File: src/rtl/rrns_2nrm_pkg.sv
// Shared definitions for the 2NRM residue number system encoder and decoder.
//
// Contents:
//   - moduli constants M257, M256, M61, M59, M55, M53
//   - field widths (W_*) and LSB offsets (L_*) inside the 41-bit residue vector
//   - RES_W (packed residue vector width) and DATA_W (data word width)
//   - per-modulus lookup tables for generate loops
//   - enc_state_t: encoder FSM states IDLE / SHIFT
package rrns_2nrm_pkg;

    localparam int DATA_W  = 16;
    localparam int RES_W   = 41;
    localparam int NUM_MOD = 6;

    localparam int M257 = 257;
    localparam int M256 = 256;
    localparam int M61  = 61;
    localparam int M59  = 59;
    localparam int M55  = 55;
    localparam int M53  = 53;

    // Field widths: each residue field is exactly ceil(log2(m)) bits wide.
    localparam int W_R257 = 9;
    localparam int W_R256 = 8;
    localparam int W_R61  = 6;
    localparam int W_R59  = 6;
    localparam int W_R55  = 6;
    localparam int W_R53  = 6;

    // LSB offsets of each field in the packed vector.
    localparam int L_R257 = 32;
    localparam int L_R256 = 24;
    localparam int L_R61  = 18;
    localparam int L_R59  = 12;
    localparam int L_R55  = 6;
    localparam int L_R53  = 0;

    // Tables indexed by modulus number, for generate loops.
    localparam int MOD_TAB [NUM_MOD] = '{M257, M256, M61, M59, M55, M53};
    localparam int W_TAB   [NUM_MOD] = '{W_R257, W_R256, W_R61, W_R59, W_R55, W_R53};
    localparam int LSB_TAB [NUM_MOD] = '{L_R257, L_R256, L_R61, L_R59, L_R55, L_R53};

    typedef enum logic {
        IDLE  = 1'b0,
        SHIFT = 1'b1
    } enc_state_t;

endpackage

File: src/rtl/mod_serial_acc.sv
// Bit-serial modular accumulator: acc <- (2*acc + bit_in) mod M, MSB first.
//
// Parameters:
//   M  modulus
//   W  accumulator width, ceil(log2(M)); the intermediate sum is W+1 bits
// Ports:
//   clk     system clock, rising edge
//   rst_n   asynchronous active-low reset
//   clr     synchronous clear of the accumulator (has priority over en)
//   en      consume bit_in this cycle
//   bit_in  next data bit, MSB first
//   acc     current residue of the bits consumed so far
module mod_serial_acc #(
    parameter int M = 257,
    parameter int W = 9
) (
    input  logic         clk,
    input  logic         rst_n,
    input  logic         clr,
    input  logic         en,
    input  logic         bit_in,
    output logic [W-1:0] acc
);

    localparam logic [W:0] M_V = (W+1)'(M);

    logic [W:0]   t;
    logic [W-1:0] acc_next;

    // acc < M guarantees t <= 2M-1, so a single conditional subtract
    // brings the result back into [0, M).
    always_comb begin
        t        = {acc, bit_in};
        acc_next = t[W-1:0];
        if (t >= M_V) begin
            acc_next = W'(t - M_V);
        end
    end

    always_ff @(posedge clk or negedge rst_n) begin
        if (!rst_n) begin
            acc <= '0;
        end else if (clr) begin
            acc <= '0;
        end else if (en) begin
            acc <= acc_next;
        end
    end

endmodule

File: src/rtl/encoder_2nrm_serial.sv
// 2NRM encoder: converts a 16-bit word into the 41-bit packed residue vector
// over moduli {257, 256, 61, 59, 55, 53} using six bit-serial accumulators
// (one data bit per clock, MSB first). 17 cycles per word.
//
// Optional build macro: ENC_2NRM_SELFCHECK_EN
//   Keeps a copy of the captured word and compares the serial residues with
//   combinational data % m at completion; check_err pulses with valid on any
//   difference. Simulation / bring-up only. Without it check_err is 0.
//
// Parameters:
//   CNT_W         bit-counter width, 2**CNT_W must exceed DATA_W
// Ports:
//   clk           system clock, rising edge
//   rst_n         asynchronous active-low reset
//   start         encode request, sampled only in IDLE
//   data_in       word to encode, captured on the accepted start edge
//   busy          high while encoding; start is ignored meanwhile
//   residues_out  [40:32]=r257 [31:24]=r256 [23:18]=r61 [17:12]=r59
//                 [11:6]=r55 [5:0]=r53; held until the next completion
//   valid         one-cycle pulse when residues_out updates
//   check_err     self-check mismatch flag, coincident with valid
module encoder_2nrm_serial
    import rrns_2nrm_pkg::*;
#(
    parameter int CNT_W = 5
) (
    input  logic              clk,
    input  logic              rst_n,
    input  logic              start,
    input  logic [DATA_W-1:0] data_in,
    output logic              busy,
    output logic [RES_W-1:0]  residues_out,
    output logic              valid,
    output logic              check_err
);

    localparam logic [CNT_W-1:0] LAST_CNT = CNT_W'(DATA_W - 1);

    enc_state_t        state_reg, state_next;
    logic [CNT_W-1:0]  cnt_reg, cnt_next;
    logic [DATA_W-1:0] shift_reg, shift_next;
    logic              busy_reg, busy_next;
    logic              valid_reg, valid_next;
    logic [RES_W-1:0]  hold_reg, hold_next;
    logic              acc_clr;
    logic              acc_en;
    logic              accept;

    wire  [RES_W-1:0]  res_acc;

    // ---------------- next-state / control ----------------
    always_comb begin
        state_next = state_reg;
        cnt_next   = cnt_reg;
        shift_next = shift_reg;
        busy_next  = busy_reg;
        valid_next = 1'b0;
        acc_clr    = 1'b0;
        acc_en     = 1'b0;
        accept     = 1'b0;
        // The accumulators hold the final residues only during the valid
        // cycle (a back-to-back start clears them on the next edge), so the
        // result is latched into hold_reg at the end of that cycle.
        hold_next  = valid_reg ? res_acc : hold_reg;

        case (state_reg)
            IDLE: begin
                if (start) begin
                    accept     = 1'b1;
                    shift_next = data_in;
                    acc_clr    = 1'b1;
                    cnt_next   = '0;
                    busy_next  = 1'b1;
                    state_next = SHIFT;
                end
            end
            SHIFT: begin
                acc_en     = 1'b1;
                shift_next = {shift_reg[DATA_W-2:0], 1'b0};
                cnt_next   = cnt_reg + 1'b1;
                if (cnt_reg == LAST_CNT) begin
                    cnt_next   = '0;
                    valid_next = 1'b1;
                    busy_next  = 1'b0;
                    state_next = IDLE;
                end
            end
            default: begin
                state_next = IDLE;
            end
        endcase
    end

    // ---------------- state registers ----------------
    always_ff @(posedge clk or negedge rst_n) begin
        if (!rst_n) begin
            state_reg <= IDLE;
            cnt_reg   <= '0;
            shift_reg <= '0;
            busy_reg  <= 1'b0;
            valid_reg <= 1'b0;
            hold_reg  <= '0;
        end else begin
            state_reg <= state_next;
            cnt_reg   <= cnt_next;
            shift_reg <= shift_next;
            busy_reg  <= busy_next;
            valid_reg <= valid_next;
            hold_reg  <= hold_next;
        end
    end

`ifdef ENC_2NRM_SELFCHECK_EN
    logic [DATA_W-1:0] copy_reg;
    wire  [NUM_MOD-1:0] mism;

    always_ff @(posedge clk or negedge rst_n) begin
        if (!rst_n) begin
            copy_reg <= '0;
        end else if (accept) begin
            copy_reg <= data_in;
        end
    end
`endif

    // ---------------- six modular accumulators ----------------
    genvar gi;
    generate
        for (gi = 0; gi < NUM_MOD; gi++) begin : g_mod
            localparam int M = MOD_TAB[gi];
            localparam int W = W_TAB[gi];
            localparam int L = LSB_TAB[gi];

            logic [W-1:0] acc;

            mod_serial_acc #(
                .M (M),
                .W (W)
            ) u_acc (
                .clk    (clk),
                .rst_n  (rst_n),
                .clr    (acc_clr),
                .en     (acc_en),
                .bit_in (shift_reg[DATA_W-1]),
                .acc    (acc)
            );

            assign res_acc[L +: W] = acc;

`ifdef ENC_2NRM_SELFCHECK_EN
            assign mism[gi] = (acc != W'(copy_reg % M));
`endif
        end
    endgenerate

    // ---------------- outputs ----------------
    assign busy         = busy_reg;
    assign valid        = valid_reg;
    assign residues_out = valid_reg ? res_acc : hold_reg;

`ifdef ENC_2NRM_SELFCHECK_EN
    assign check_err = valid_reg & (|mism);
`else
    assign check_err = 1'b0;
`endif

endmodule

File: config.mk
export PLATFORM = sky130hd
export DESIGN_NAME = encoder_2nrm_serial
export DESIGN_NICKNAME = d
export VERILOG_FILES = /design/src/rtl/rrns_2nrm_pkg.sv /design/src/rtl/mod_serial_acc.sv /design/src/rtl/encoder_2nrm_serial.sv
export SDC_FILE = /design/constraint.sdc
export NUM_CORES = 1
export LEC_CHECK = 0
export ABC_AREA = 1
export BUFFER_PORTS_ARGS = -buffer_cell sky130_fd_sc_hd__buf_4
export CORE_UTILIZATION = 38
export DETAILED_ROUTE_END_ITERATION = 8
export SLEW_MARGIN = 10
export SYNTH_ARGS = -nofsm -noshare
export SYNTH_HDL_FRONTEND = slang
export SYNTH_SLANG_ARGS = --single-unit
File: constraint.sdc
create_clock -name clk -period 2.9 [get_ports clk]
set_input_delay 0.58 -clock clk [delete_from_list [all_inputs] [get_ports clk]]
set_output_delay 0.58 -clock clk [all_outputs]
set_load 0.05 [all_outputs]
* Word-level counts from Yosys, hierarchy flattened
Cells that the tools add are included.
** Operators by class
- Reduce and logical (&&, ||, !) cells :: 2
- Mux-type cells :: 34
- Equality and inequality tests :: 3
- $add $sub $neg :: 7
- Order comparisons :: 6
- Bitwise logic cells :: 1
** Operators by type and width (number)
- two-way mux 6 bit :: 12
- two-way mux 41 bit :: 1
- case mux 16 bit (2 select lines) :: 1
- >= comparator 7 x 6 -> 1 bit (second input constant) :: 4
- two-way mux 9 bit :: 3
- two-way mux 8 bit :: 3
- subtractor 6 bit (second input constant) :: 4
- two-way mux 16 bit :: 1
- >= comparator 10 x 9 -> 1 bit (second input constant) :: 1
- two-way mux 5 bit :: 2
- case mux 5 bit (2 select lines) :: 1
- >= comparator 9 bit (second input constant) :: 1
- subtractor 9 bit (second input constant) :: 1
- two-way mux 1 bit :: 8
- subtractor 8 x 1 -> 8 bit (second input constant) :: 1
- adder 5 x 1 -> 5 bit (second input constant) :: 1
- equality test 5 x 4 -> 1 bit (second input constant) :: 1
- case mux 1 bit (2 select lines) :: 2
- != test 2 x 1 -> 1 bit (second input constant) :: 1
- != test 2 bit (second input constant) :: 1
- AND reduction 2 bit :: 1
- nonzero test 2 bit :: 1
- inverter 1 bit :: 1
** Storage, ports and cells
- Word-level logic and storage cells :: 65
- Input bits :: 19
- Bits in registers :: 106

* Longest topological paths before layout
- Depth in word-level cells :: 4
- Depth in mapped cells :: 11

* Cells and area by module
Synthesis repeated with hierarchy kept, for this count alone.
** Second synthesis, totals
- Cells, all modules :: 623
- Area total of the unflattened synthesis :: 5547.8 sq um
** Modules (own cells, without submodules)
- encoder_2nrm_serial :: cells an instance 215, times used 1, area each 2687.6 sq um
- mod_serial_acc (g_mod[0].u_acc) :: cells an instance 99, times used 1, area each 658.1 sq um
- mod_serial_acc (g_mod[5].u_acc) :: cells an instance 74, times used 1, area each 516.7 sq um
- mod_serial_acc (g_mod[2].u_acc) :: cells an instance 69, times used 1, area each 464.2 sq um
- mod_serial_acc (g_mod[3].u_acc) :: cells an instance 67, times used 1, area each 447.9 sq um
- mod_serial_acc (g_mod[4].u_acc) :: cells an instance 64, times used 1, area each 437.9 sq um
- mod_serial_acc (g_mod[1].u_acc) :: cells an instance 35, times used 1, area each 335.3 sq um

* Worst setup path before layout
OpenSTA, ideal clock, no wires.
- Kind :: reg-to-output
- From :: register valid_reg (netlist: valid)
- To :: output residues_out[10]
- Slack :: 0.289 ns
- Stages on the path, launching flop included :: 5
- Data arrival time :: 2.031 ns
- Buffers on the path :: 2
- Cell sequence :: dfrtp_1 -> clkbuf_1 -> clkbuf_1 -> nor2_1 -> a21oi_1
** On the way
- Longest elaborated chain between the ends :: 1
** Ends and longest elaborated chain
- start: declaration :: RTL line encoder_2nrm_serial.sv:43 : logic valid_reg, valid_next;
- start signal: assignment :: RTL line encoder_2nrm_serial.sv:108 : valid_reg <= valid_next;
- two-way mux 41 bit :: RTL line encoder_2nrm_serial.sv:159 : assign residues_out = valid_reg ? res_acc : hold_reg;
- end: declaration :: RTL line encoder_2nrm_serial.sv:32 : output logic [RES_W-1:0] residues_out,
No other way between the ends.

* Final worst setup path
- From :: register valid_reg (netlist: valid)
- To :: output residues_out[11]
Same word-level chain as after synthesis.

==> out/metrics.cfg <==
[status]
status=completed

[clocking]
cts-root-buf=clkbuf_16
clkTransAtPathRegs_ps=70
cts_buffer_depth=2
holdBufCountCts=0
cts_setup_buffers=0
cts_resized=0
cts_made_buffers=9
cts_tree=yes
clk_latency_ps=350
htreeDepth=3
clock-sinks=106

[die]
die_w_um=116
fp.coreArea_um2=12600
std_cell_rows=41
dieArea_um2=13300
initial_core_util_pct=39.0
die_h_um=116
pin_count=63

[critical_path]
crit_fanout=55
reg2reg_depth=9
crit_path_end_kind=output pin
cp.arrival_ps=1850
criticalPathCategory=flop to output pin
cp-start-kind=flop
critPathRequiredTime_ps=2320

[final_layout]
final_cell_mix=131 x nand2_1, 105 x dfrtp_1, 67 x buf_4, 63 x nor2_1, 59 x inv_1
layout_commonest_cell=nand2_1
syn_to_final_growth_pct=18.7
fillers=1252
antenna_cells=0
finalNetCount=657
final_layout_size_suffix_gt1_share_pct=15.8
finish.utilization_pct=46.2

[global_route]
grt_overflow=0
antenna_found_initial=0
grt_pass1_vias=3846
track_usage_pct=18.0
grt_first_pass_wirelength_um=18500
grt_max_degree=56

[placed_design]
place_ws_ps=820
gp_congestion=0.847
io_buffer_count=61
hpwl_um=7470

[timing]
period_needed_ps=2430
rsz0062_at_grt=no
fin_crit_sh_pct=83.9
hold_viol=0
setup_slack_ps=467
finalSetupViolCount=0
worst_pin_slew_ps=577
max-slew-margin-rel_pct=61.5
fin_skew_ps=6.17
slew_violations=0
finalSetupTns_ps=0
clock.fmax_ghz=0.411

[synthesis]
netlist-cell-type-count=33
yosysTopAreaCell=dfrtp_1
synth_top_area_share_pct=54.2
syn_area_um2=4900
ys.warnings.count=0
ys_ff_latch=106
synth_nets=602
syn_avg_cell_area_um2=8.53
synth_area_leaders=dfrtp_1 54%, nand2_1 10%, a21oi_1 5.4%
ys_seq_area_share_pct=54.2
synthCells=574

[drt]
finalWirelength_um=10900
route.detailed.drc=0
ant_nets=0
wl_per_cell_um=13.5
drt-initial-drc-count=217
dr_total_vias=3979
first_pass_iters=6
routed_via_density=4.94

[worst_hold_path]
min_path_type=input port to asynchronous set/reset pin

[run]
drv_cap=0

-- routing by layer --
metal | global-route usage [%] | vias up | share of wire (%)
met5 | 0 | - | 0
met4 | 6.32 | 0 | 1.9
met3 | 4.50 | 14 | 3.6
met2 | 29.4 | 72 | 46
met1 | 23.1 | 1901 | 48
li1 | - | 1992 | -
-- through the flow --
| step | cells | hold WS (ps) | area (um2) |
|---|---|---|---|
| 4_1_cts | 806 | 240 | 5810 |
| 6_report | 806 | 230 | 5810 |
| 2_1_floorplan | 574 | 284 | 4900 |
| 3_5_place_dp | 790 | 466 | 5520 |
| 3_3_place_gp | 790 | 473 | 5520 |
| 5_1_grt | 806 | 265 | 5810 |
-- cells by family (layout without fill, tap and decap cells) --
| family | after synthesis | after routing | share of synthesized area [%] |
|---|---|---|---|
| xor+xnor | 5 | 5 | 0.894 |
| other cells | 1 | 1 | 0.0766 |
| mux | 3 | 3 | 0.690 |
| fa+ha+maj | 9 | 9 | 2.30 |
| compound gates | 117 | 117 | 13.9 |
| flops | 106 | 106 | 54.2 |
| buf+inv | 86 | 146 | 7.10 |
| simple gates | 247 | 247 | 20.8 |
-- cell usage after synthesis, drive strengths merged --
cell type,n
o221ai,7
nand2,133
a22oi,6
xor2,5
buf,11
nor2,67
mux2,3
nor3,3
a21oi,56
nand4,9
o21ai,30
o211ai,6
clkbuf,13
nor4,1
clkinv,1
ha,9
o22ai,9
a31oi,2
a22o,1
inv,61
conb,1
dfrtp,106
nand3,34
-- final timing paths --
| kind | slack [ps] | endpoint | start |
|---|---|---|---|
| min reg2reg | 490 | g_mod[2].u_acc.acc[4] | g_mod[2].u_acc.acc[4] |
| max in group asynchronous | 1910 | g_mod[5].u_acc.acc[4] | rst_n |
| max reg2reg | 880 | g_mod[0].u_acc.acc[3] | shift_reg[15] |
| max | 470 | residues_out[11] | valid |
| min in group clk | 440 | shift_reg[1] | data_in[1] |
| min | 230 | hold_reg[10] | rst_n |
-- critical path, stage by stage, from the launching register on --
cell	delay, ps
dfrtp_2	620
buf_12	280
mux2_2	380
buf_4	190
-- area by class of cell --
| class | count | area [um2] | share of cell area (%) |
|---|---|---|---|
| inverter | 62 | 233 | 4.00 |
| clock buffer | 11 | 233 | 4.00 |
| timing repair buffer | 68 | 523 | 9.00 |
| multi-input combinational | 382 | 1900 | 32.7 |
| clock inverter | 5 | 55.1 | 0.947 |
| sequential | 106 | 2650 | 45.7 |
| tap | 172 | 215 | 3.70 |
Power is not shown: default switching activity piles up to over one toggle a cycle in this logic, so the estimate is an artifact.
